==> src/rtl/sccb_rx_link_monitor.sv <==
`default_nettype none
// ============================================================================
// Module      : sccb_rx_link_monitor
// Description : Qualifies GTP RX link lock from K28.5 comma cadence on the
//               aligned 8b10b stream and forwards the stream with one cycle
//               of latency to the SCCB APB bridge.
//
// Ports       : clk            RX user clock (rxusrclk2), the only clock
//               rst            asynchronous, active-high reset
//               kchar_in[3:0]  per-byte K flag, bit n qualifies data_in[8n+7:8n]
//               data_in[31:0]  aligned RX word, lane 0 = first received byte
//               kchar_out      registered copy of kchar_in
//               data_out       registered copy of data_in
//               data_valid_out forwarded word is valid (link was up for it)
//               link_up        registered link state (bridge rx_ll_link_up)
//               lock_lost      one-cycle pulse on every UP->DOWN exit
//               comma_count    saturating good-comma count (stats build only)
//               err_count      saturating error-event count (stats build only)
//
// Build macro : SCCB_RX_LINK_STATS_EN enables the two statistics counters;
//               when undefined they are tied to zero.
//
// Revision    : 1.0 - initial release
// ============================================================================
module sccb_rx_link_monitor #(
    parameter int LOCK_COUNT    = 16,   // good commas to declare link up (2..65535)
    parameter int COMMA_TIMEOUT = 1024, // max cycles between good commas (4..65535)
    parameter int ERR_LIMIT     = 4     // misplaced commas while UP to drop (1..255)
) (
    input  logic        clk,
    input  logic        rst,
    input  logic [3:0]  kchar_in,
    input  logic [31:0] data_in,
    output logic [3:0]  kchar_out,
    output logic [31:0] data_out,
    output logic        data_valid_out,
    output logic        link_up,
    output logic        lock_lost,
    output logic [15:0] comma_count,
    output logic [15:0] err_count
);

    localparam logic [7:0]  c_K28_5     = 8'hBC;
    localparam logic [15:0] c_LOCK_LAST = 16'(LOCK_COUNT - 1);
    localparam logic [15:0] c_GAP_MAX   = 16'(COMMA_TIMEOUT);
    // The timeout fires on the increment that lands on COMMA_TIMEOUT-1.
    localparam logic [15:0] c_GAP_TRIG  = 16'(COMMA_TIMEOUT - 2);
    localparam logic [7:0]  c_ERR_LAST  = 8'(ERR_LIMIT - 1);

    typedef enum logic [1:0] {
        ST_DOWN    = 2'd0,
        ST_ACQUIRE = 2'd1,
        ST_UP      = 2'd2
    } state_t;

    // ------------------------------------------------------------------
    // Word classification
    // ------------------------------------------------------------------
    logic [3:0] w_lane_comma;
    logic       w_misplaced;
    logic       w_good;
    logic       w_timeout;
    logic       w_err_event;

    for (genvar n = 0; n < 4; n++) begin : g_lane
        assign w_lane_comma[n] = kchar_in[n] && (data_in[8*n +: 8] == c_K28_5);
    end

    // A comma in any upper lane means the aligner has slipped; it overrides
    // a lane-0 comma in the same word.
    assign w_misplaced = |w_lane_comma[3:1];
    assign w_good      = w_lane_comma[0] && !w_misplaced;

    // ------------------------------------------------------------------
    // Comma gap counter
    // ------------------------------------------------------------------
    logic [15:0] r_gap;

    always_ff @(posedge clk or posedge rst) begin
        if (rst) begin
            r_gap <= 16'd0;
        end else if (w_good) begin
            r_gap <= 16'd0;
        end else if (r_gap != c_GAP_MAX) begin
            r_gap <= r_gap + 16'd1;
        end
    end

    // Only one value of the counter triggers, and it passes through that
    // value once per expiry before holding at saturation.
    assign w_timeout   = !w_good && (r_gap == c_GAP_TRIG);
    assign w_err_event = w_misplaced || w_timeout;

    // ------------------------------------------------------------------
    // Link FSM
    // ------------------------------------------------------------------
    state_t      r_state;
    state_t      w_state_next;
    logic [15:0] r_lock;
    logic [15:0] w_lock_next;
    logic [7:0]  r_errc;
    logic [7:0]  w_errc_next;
    logic        w_lost;

    always_ff @(posedge clk or posedge rst) begin
        if (rst) begin
            r_state <= ST_DOWN;
            r_lock  <= 16'd0;
            r_errc  <= 8'd0;
        end else begin
            r_state <= w_state_next;
            r_lock  <= w_lock_next;
            r_errc  <= w_errc_next;
        end
    end

    always_comb begin
        w_state_next = r_state;
        w_lock_next  = r_lock;
        w_errc_next  = r_errc;
        w_lost       = 1'b0;
        case (r_state)
            ST_DOWN: begin
                w_lock_next = 16'd0;
                w_errc_next = 8'd0;
                if (w_good) begin
                    w_state_next = ST_ACQUIRE;
                    w_lock_next  = 16'd1;
                end
            end
            ST_ACQUIRE: begin
                if (w_err_event) begin
                    w_state_next = ST_DOWN;
                    w_lock_next  = 16'd0;
                end else if (w_good) begin
                    if (r_lock == c_LOCK_LAST) begin
                        w_state_next = ST_UP;
                        w_lock_next  = 16'd0;
                        w_errc_next  = 8'd0;
                    end else begin
                        w_lock_next = r_lock + 16'd1;
                    end
                end
            end
            ST_UP: begin
                // A timeout coinciding with a misplaced comma is a single
                // event; either way the link drops.
                if (w_timeout || (w_misplaced && (r_errc == c_ERR_LAST))) begin
                    w_state_next = ST_DOWN;
                    w_errc_next  = 8'd0;
                    w_lost       = 1'b1;
                end else if (w_misplaced) begin
                    w_errc_next = r_errc + 8'd1;
                end else if (w_good) begin
                    w_errc_next = 8'd0;
                end
            end
            default: begin
                w_state_next = ST_DOWN;
                w_lock_next  = 16'd0;
                w_errc_next  = 8'd0;
            end
        endcase
    end

    // ------------------------------------------------------------------
    // Datapath and status outputs
    // ------------------------------------------------------------------
    logic [31:0] r_data;
    logic [3:0]  r_kchar;
    logic        r_valid;
    logic        r_lock_lost;

    always_ff @(posedge clk or posedge rst) begin
        if (rst) begin
            r_data      <= 32'd0;
            r_kchar     <= 4'd0;
            r_valid     <= 1'b0;
            r_lock_lost <= 1'b0;
        end else begin
            r_data      <= data_in;
            r_kchar     <= kchar_in;
            // Validity follows the state the word arrived in, so the word
            // that completes lock is itself not marked valid.
            r_valid     <= (r_state == ST_UP);
            r_lock_lost <= w_lost;
        end
    end

    assign data_out       = r_data;
    assign kchar_out      = r_kchar;
    assign data_valid_out = r_valid;
    assign link_up        = (r_state == ST_UP);
    assign lock_lost      = r_lock_lost;

    // ------------------------------------------------------------------
    // Optional statistics
    // ------------------------------------------------------------------
`ifdef SCCB_RX_LINK_STATS_EN
    logic [15:0] r_comma_cnt;
    logic [15:0] r_err_cnt;

    always_ff @(posedge clk or posedge rst) begin
        if (rst) begin
            r_comma_cnt <= 16'd0;
            r_err_cnt   <= 16'd0;
        end else begin
            if (w_good && (r_comma_cnt != 16'hFFFF)) begin
                r_comma_cnt <= r_comma_cnt + 16'd1;
            end
            if (w_err_event && (r_err_cnt != 16'hFFFF)) begin
                r_err_cnt <= r_err_cnt + 16'd1;
            end
        end
    end

    assign comma_count = r_comma_cnt;
    assign err_count   = r_err_cnt;
`else
    assign comma_count = 16'd0;
    assign err_count   = 16'd0;
`endif

endmodule
`default_nettype wire

==> config.mk <==
export PLATFORM = sky130hd
export DESIGN_NAME = sccb_rx_link_monitor
export DESIGN_NICKNAME = d
export VERILOG_FILES = /design/src/rtl/sccb_rx_link_monitor.sv
export SDC_FILE = /design/constraint.sdc
export NUM_CORES = 1
export LEC_CHECK = 0
export BUFFER_PORTS_ARGS = -buffer_cell sky130_fd_sc_hd__buf_2
export CORE_AREA = 2 2 101 79
export CTS_CLUSTER_SIZE = 20
export DETAILED_ROUTE_END_ITERATION = 6
export DIE_AREA = 0 0 103 81
export MAX_ROUTING_LAYER = met4
export PLACE_DENSITY = 0.78
export SYNTH_ARGS = -nofsm -noshare
export SYNTH_HDL_FRONTEND = slang
export SYNTH_SLANG_ARGS = --single-unit
==> constraint.sdc <==
create_clock -name clk -period 3.3 [get_ports clk]
set_input_delay 0.66 -clock clk [delete_from_list [all_inputs] [get_ports clk]]
set_output_delay 0.66 -clock clk [all_outputs]
set_load 0.05 [all_outputs]
# Word-level counts from Yosys, hierarchy flattened
# Cells that the tools add are included.
[word_totals]
regBits = 80
latch_bits = 0
ram_bits = 0
rom_bits = 0
inputBits = 38
output_inout_bits = 71
elab_cells = 69
memories = 0
[classes]
add_sub_neg = 3
n_mul = 0
n_div = 0
order_cmp = 0
eq_ne = 18
shift = 0
mux = 22
n_bitwise = 1
n_reduce_logical = 17
[ops]
columns = ["operator", "n"]
rows = [
  ["16-bit 2-to-1 mux", 5],
  ["8-bit 2-to-1 mux", 6],
  ["16-bit case mux with 3 select lines", 1],
  ["16-bit by 1-bit adder with 16-bit output (second input constant)", 2],
  ["8-bit equality test (second input constant)", 4],
  ["16-bit by 10-bit equality test with 1-bit output (second input constant)", 1],
  ["16-bit by 4-bit equality test with 1-bit output (second input constant)", 1],
  ["16-bit by 11-bit != test with 1-bit output (second input constant)", 1],
  ["8-bit case mux with 2 select lines", 1],
  ["2-bit 2-to-1 mux", 5],
  ["8-bit by 1-bit adder with 8-bit output (second input constant)", 1],
  ["8-bit by 2-bit equality test with 1-bit output (second input constant)", 1],
  ["2-bit != test (second input constant)", 4],
  ["4-bit AND reduction", 2],
  ["1-bit logical AND", 7],
  ["3-bit != test (second input constant)", 2],
  ["2-bit case mux with 3 select lines", 1],
  ["4-bit by 1-bit != test with 1-bit output (second input constant)", 1],
  ["1-bit 2-to-1 mux", 3],
  ["3-bit OR reduction", 1],
  ["2-bit by 1-bit equality test with 1-bit output (second input constant)", 1],
  ["2-bit equality test (second input constant)", 1],
  ["1-bit logical NOT", 2],
  ["2-bit logical NOT", 1],
  ["other kinds (5)", 6],
]

# Logic depth before layout (Yosys ltp)
[depth]
word_depth = 10
mapped_depth = 9
mapped_depth_nobuf = 8

# Worst setup path after synthesis
# No wires, ideal clock.
[synth_timing]
kind = "input -> register"
from = "in data_in[6]"
to = "reg r_lock[12]"
setup_ps = 66
t_arrival_ps = 2075
required_time_ps = 3234
setup_slack_ps = 1159
path_stages = 7
n_path_buf = 1
path_cell_list = "and4b_1 > and4_4 > and4_1 > buf_6 > nand3_4 > or4_1 > nand2_1"
[synth_via]
elab_chain_len = 8
elab_cells_between_ends = 10
classes_between = "eq/ne (2); mux (2); reduce/logical (6)"
[synth_rtl]
columns = ["item", "line_no", "text"]
rows = [
  ["start: declaration", "33", "input logic [31:0] data_in,"],
  ["8-bit equality test (*)", "66", "assign w_lane_comma[n] = kchar_in[n] && (data_in[8*n +: 8] == c_K28_5);"],
  ["1-bit logical AND (*)", "66", ""],
  ["1-bit logical AND (*)", "72", "assign w_good = w_lane_comma[0] && !w_misplaced;"],
  ["1-bit logical NOT", "91", "assign w_timeout = !w_good && (r_gap == c_GAP_TRIG);"],
  ["1-bit logical AND", "91", ""],
  ["1-bit logical OR", "92", "assign w_err_event = w_misplaced || w_timeout;"],
  ["16-bit 2-to-1 mux or 3-bit != test (tied branches)", "-", ""],
  ["16-bit case mux with 3 select lines or 2-bit AND reduction (tied branches)", "-", ""],
  ["end signal: assignment", "112", "r_lock <= w_lock_next;"],
  ["end: declaration", "99", "logic [15:0] r_lock;"],
]
# Mark *: on every way between the ends. The rest lies on a longest branch, timed or not.
# A chain may end at the register's enable or synchronous reset.

# Final worst setup path
[layout_timing]
from = "reg r_gap[0]"
to = "reg r_lock[7]"
[layout_via]
elab_chain_len = 5
elab_cells_between_ends = 7
classes_between = "eq/ne (2); mux (2); reduce/logical (3)"
[layout_rtl]
columns = ["item", "line_no", "text"]
rows = [
  ["start: declaration", "77", "logic [15:0] r_gap;"],
  ["start signal: assignment", "85", "r_gap <= r_gap + 16'd1;"],
  ["16-bit by 10-bit equality test with 1-bit output (*)", "91", ""],
  ["1-bit logical AND (*)", "91", ""],
  ["1-bit logical OR (*)", "92", ""],
  ["16-bit 2-to-1 mux or 3-bit != test (tied branches)", "-", ""],
  ["16-bit case mux with 3 select lines or 2-bit AND reduction (tied branches)", "-", ""],
]
# Marks and branches as above.

==> run metrics <==
MaxCap Viol Count=0; CP Depth=8; Primary FF master, synth=dfrtp_1; main combinational cell family by area after synthesis=simple AND/OR/NAND/NOR gates; vias in the first global route=between 2k and 3k; Slew Limit Fails=0; met2 usage=0.322; Seq cells post-synth=80; Worst-path clk slew=0.08 ns; register area share after synthesis=0.546; Mapped Cells=between 300 and 400; post-synthesis simple-gate area fraction=0.215; Non-Filler Instances=530; Yosys warning count=0; antenna viol nets, final=0; fraction of registers with async set/reset=1.00; met3 Usage GRT=0.0413; Avg WL per Cell=about 14 um; Chip Height=roughly 81 um; final setup TNS=0 ns; max_slew headroom=0.612; drt pass-1 iters=4; Syn-to-layout area delta=16.4%; H-tree depth=3; Final Skew=between 0.01 and 0.015 ns; Achievable Freq=around 440 MHz; overall power=0.00222 W; Hold Crit Class=input pin to asynchronous set/reset pin; fraction of layout cells with a size suffix above 1=0.249; CP Class=flop to flop; Critical R2R Capture=r_lock[7]; XOR/XNOR share of the synthesized area=0.0526; later-pin clock latency in the skew report=between 0.3 and 0.4 ns; largest net degree at the start of global routing=81; CP peak stage delay=about 0.54 ns; GPL Wtd Cong=around 0.9; boundary pin count=approximately 110; commonest non-fill, non-tap cell in the layout=dfrtp_1; Max Fanout on Critical Path=15; Initial Utilization=0.489; post-synthesis adder-cell area fraction=0.0171; final count of hold timing violations=0; die area=~0.0083 sq mm; Syn Area/Cell=between 10 and 15 sq um; PD cells=520 mW/mm^2; post-cts repair resize count=0; CP arrival=2.54 ns; final net count=~460; CP max stage cell=or4_1; n_diodes=0; M1 GR Usage=0.259; Compound-Gate Fraction of Synth Area=0.0837; # DRC=0; Mapped Area=around 0.0037 sq mm; # setup viols final=0; R2R setup slack=about 1.0 ns; run status=finished, final reports clean; CP Launch Point=r_gap[0]; final worst path period share=0.691; initial antenna violation count=0; CTS max path bufs=2; Worst Max-Slew Pin Slew=between 0.5 and 0.6 ns; initial drt markers=just under 200; most frequent cells in the layout=dfrtp_1 (80), buf_2 (76), conb_1 (32); WP buf/inv=1; RSZ-0062 raised after global routing=no; global-route wire length before repair=12700 um; Tmin final=roughly 2.3 ns; hpwl dp=between 5000 and 6000 um; crit path to=r_lock[7]; port buffer count=76; gr ovfl total=0; critical path capture point type=flop; vias per cell=between 5 and 6; Inst Count DP=514; cells on worst reg2reg path=8; mux contribution to synthesized area=0.00581; gr usage total=0.203; clock sinks=80; CP Cell Sequence=inv_1 > ha_1 > and4b_1 > nand4_4 > nand3_2 > o21ai_2 > or4_1 > a21oi_1; CP required=3.56 ns; Routed WL=between 7000 and 8000 um; P_leak=roughly 2.0 nW; clk root buf=clkbuf_8; number of core rows=28; TritonCTS clock tree=done; postcts setup bufs=0; Inserted Clock Buffers=9; CTS Hold Bufs=0; routed vias=around 2.8k; CP Launch Type=flop; Post-synth EDFFs=0; Synth cell types=50; die span in x=103 um; Core Region=around 0.0075 sq mm; worst r2r src=r_gap[0]; CP top delay family=simple AND/OR/NAND/NOR gates; VDD IR max=0.338 mV; grt peak-use layer=met2
-- flip-flops by register name, summed over array words and instances, names as in the netlist --
register / count
r_errc: 8
data_out: 32
r_state: 2
r_lock: 16
lock_lost: 1
kchar_out: 4
data_valid_out: 1
r_gap: 16
-- area by class of cell --
class / count / area, sq um
repair buffers: 80 / 423
flip-flops and latches: 80 / 2000
inverters: 5 / 18.8
well taps: 105 / 131
multi-input cells: 244 / 1490
clock inverters: 5 / 66.3
clock buffers: 11 / 131
fillers: 654 / 3230
-- cells by family after synthesis --
group | count (synthesis)
AOI/OAI and AO/OA | 48
xor gates and xnor gates | 22
adders and majority gates | 5
buffers and inverters | 42
DFF | 80
muxes | 2
other | 1
and+or+nand+nor | 135
-- stage by stage --
step                hold WS, ns   util  setup WS (ns)  instance area (sq um)
global route              0.407  0.569          0.899                   4260
finish                    0.395  0.569           1.02                   4260
floorplan                 0.463      -          0.588                   3780
global placement          0.496  0.542          0.948                   4070
detailed placement        0.505  0.542          0.828                   4070
CTS                       0.406  0.569           1.01                   4260
-- cells in the mapped netlist, types with 2 or more instances --
| library cell | number | share of area |
|---|---|---|
| ha_1 | 5 | 0.017 |
| nor4_1 | 7 | 0.012 |
| xnor2_1 | 4 | 0.0096 |
| nor2_1 | 30 | 0.031 |
| or3_1 | 4 | 0.0068 |
| nand3_1 | 16 | 0.022 |
| inv_1 | 4 | 0.0041 |
| a22o_1 | 4 | 0.0096 |
| o22a_1 | 3 | 0.0072 |
| nand4_1 | 11 | 0.019 |
| nor3b_1 | 4 | 0.0082 |
| nand2_1 | 17 | 0.017 |
| o211ai_1 | 3 | 0.0061 |
| and4b_1 | 5 | 0.014 |
| nor3_1 | 10 | 0.014 |
| or4_1 | 3 | 0.0061 |
| nand2b_1 | 5 | 0.0085 |
| buf_4 | 32 | 0.066 |
| a31oi_1 | 2 | 0.0034 |
| xor2_1 | 18 | 0.043 |
| and4_1 | 3 | 0.0072 |
| o31ai_1 | 4 | 0.0082 |
| and3_1 | 6 | 0.010 |
| and4_4 | 2 | 0.0061 |
| clkbuf_1 | 3 | 0.0031 |
| a21oi_1 | 7 | 0.0096 |
| o21ai_0 | 19 | 0.026 |
| nor2b_1 | 3 | 0.0051 |
| dfrtp_1 | 80 | 0.55 |
-- per-layer routing --
metal / wire length (um) / vias to the layer above
met5: 0 / -
met4: 142 / 0
met3: 454 / 15
met2: 3630 / 108
met1: 3350 / 1333
li1: - / 1304
-- how the worst min path moves through the flow --
| stage | slack, ns | cells after the start | to | start |
|---|---|---|---|---|
| after floorplan | 0.46 | 1 | r_state[0] | r_state[1] |
| after global placement | 0.50 | 1 | r_state[0] | r_state[1] |
| after detailed placement | 0.51 | 1 | r_state[0] | r_state[1] |
| after CTS | 0.41 | 3 | r_gap[3] | rst |
| after global routing | 0.41 | 1 | data_out[22] | data_in[22] |
| final | 0.40 | 3 | r_gap[1] | rst |
-- worst reg2reg max path: cells and delay by family (launching register included) --
family,cells,cell delay (ns)
AND/OR/NAND/NOR,4,1.14
flip-flops,1,0.41
AO/OA/AOI/OAI,2,0.33
adder cells (fa/ha/maj),1,0.17
buffers and inverters,1,0.16
-- power by group --
group	switching [W]	internal, W
logic	0.000279	0.0000962
registers	0.0000746	0.00105
clock network	0.000360	0.000358
total	0.000713	0.00150
Power figures use the tool's default switching activity.
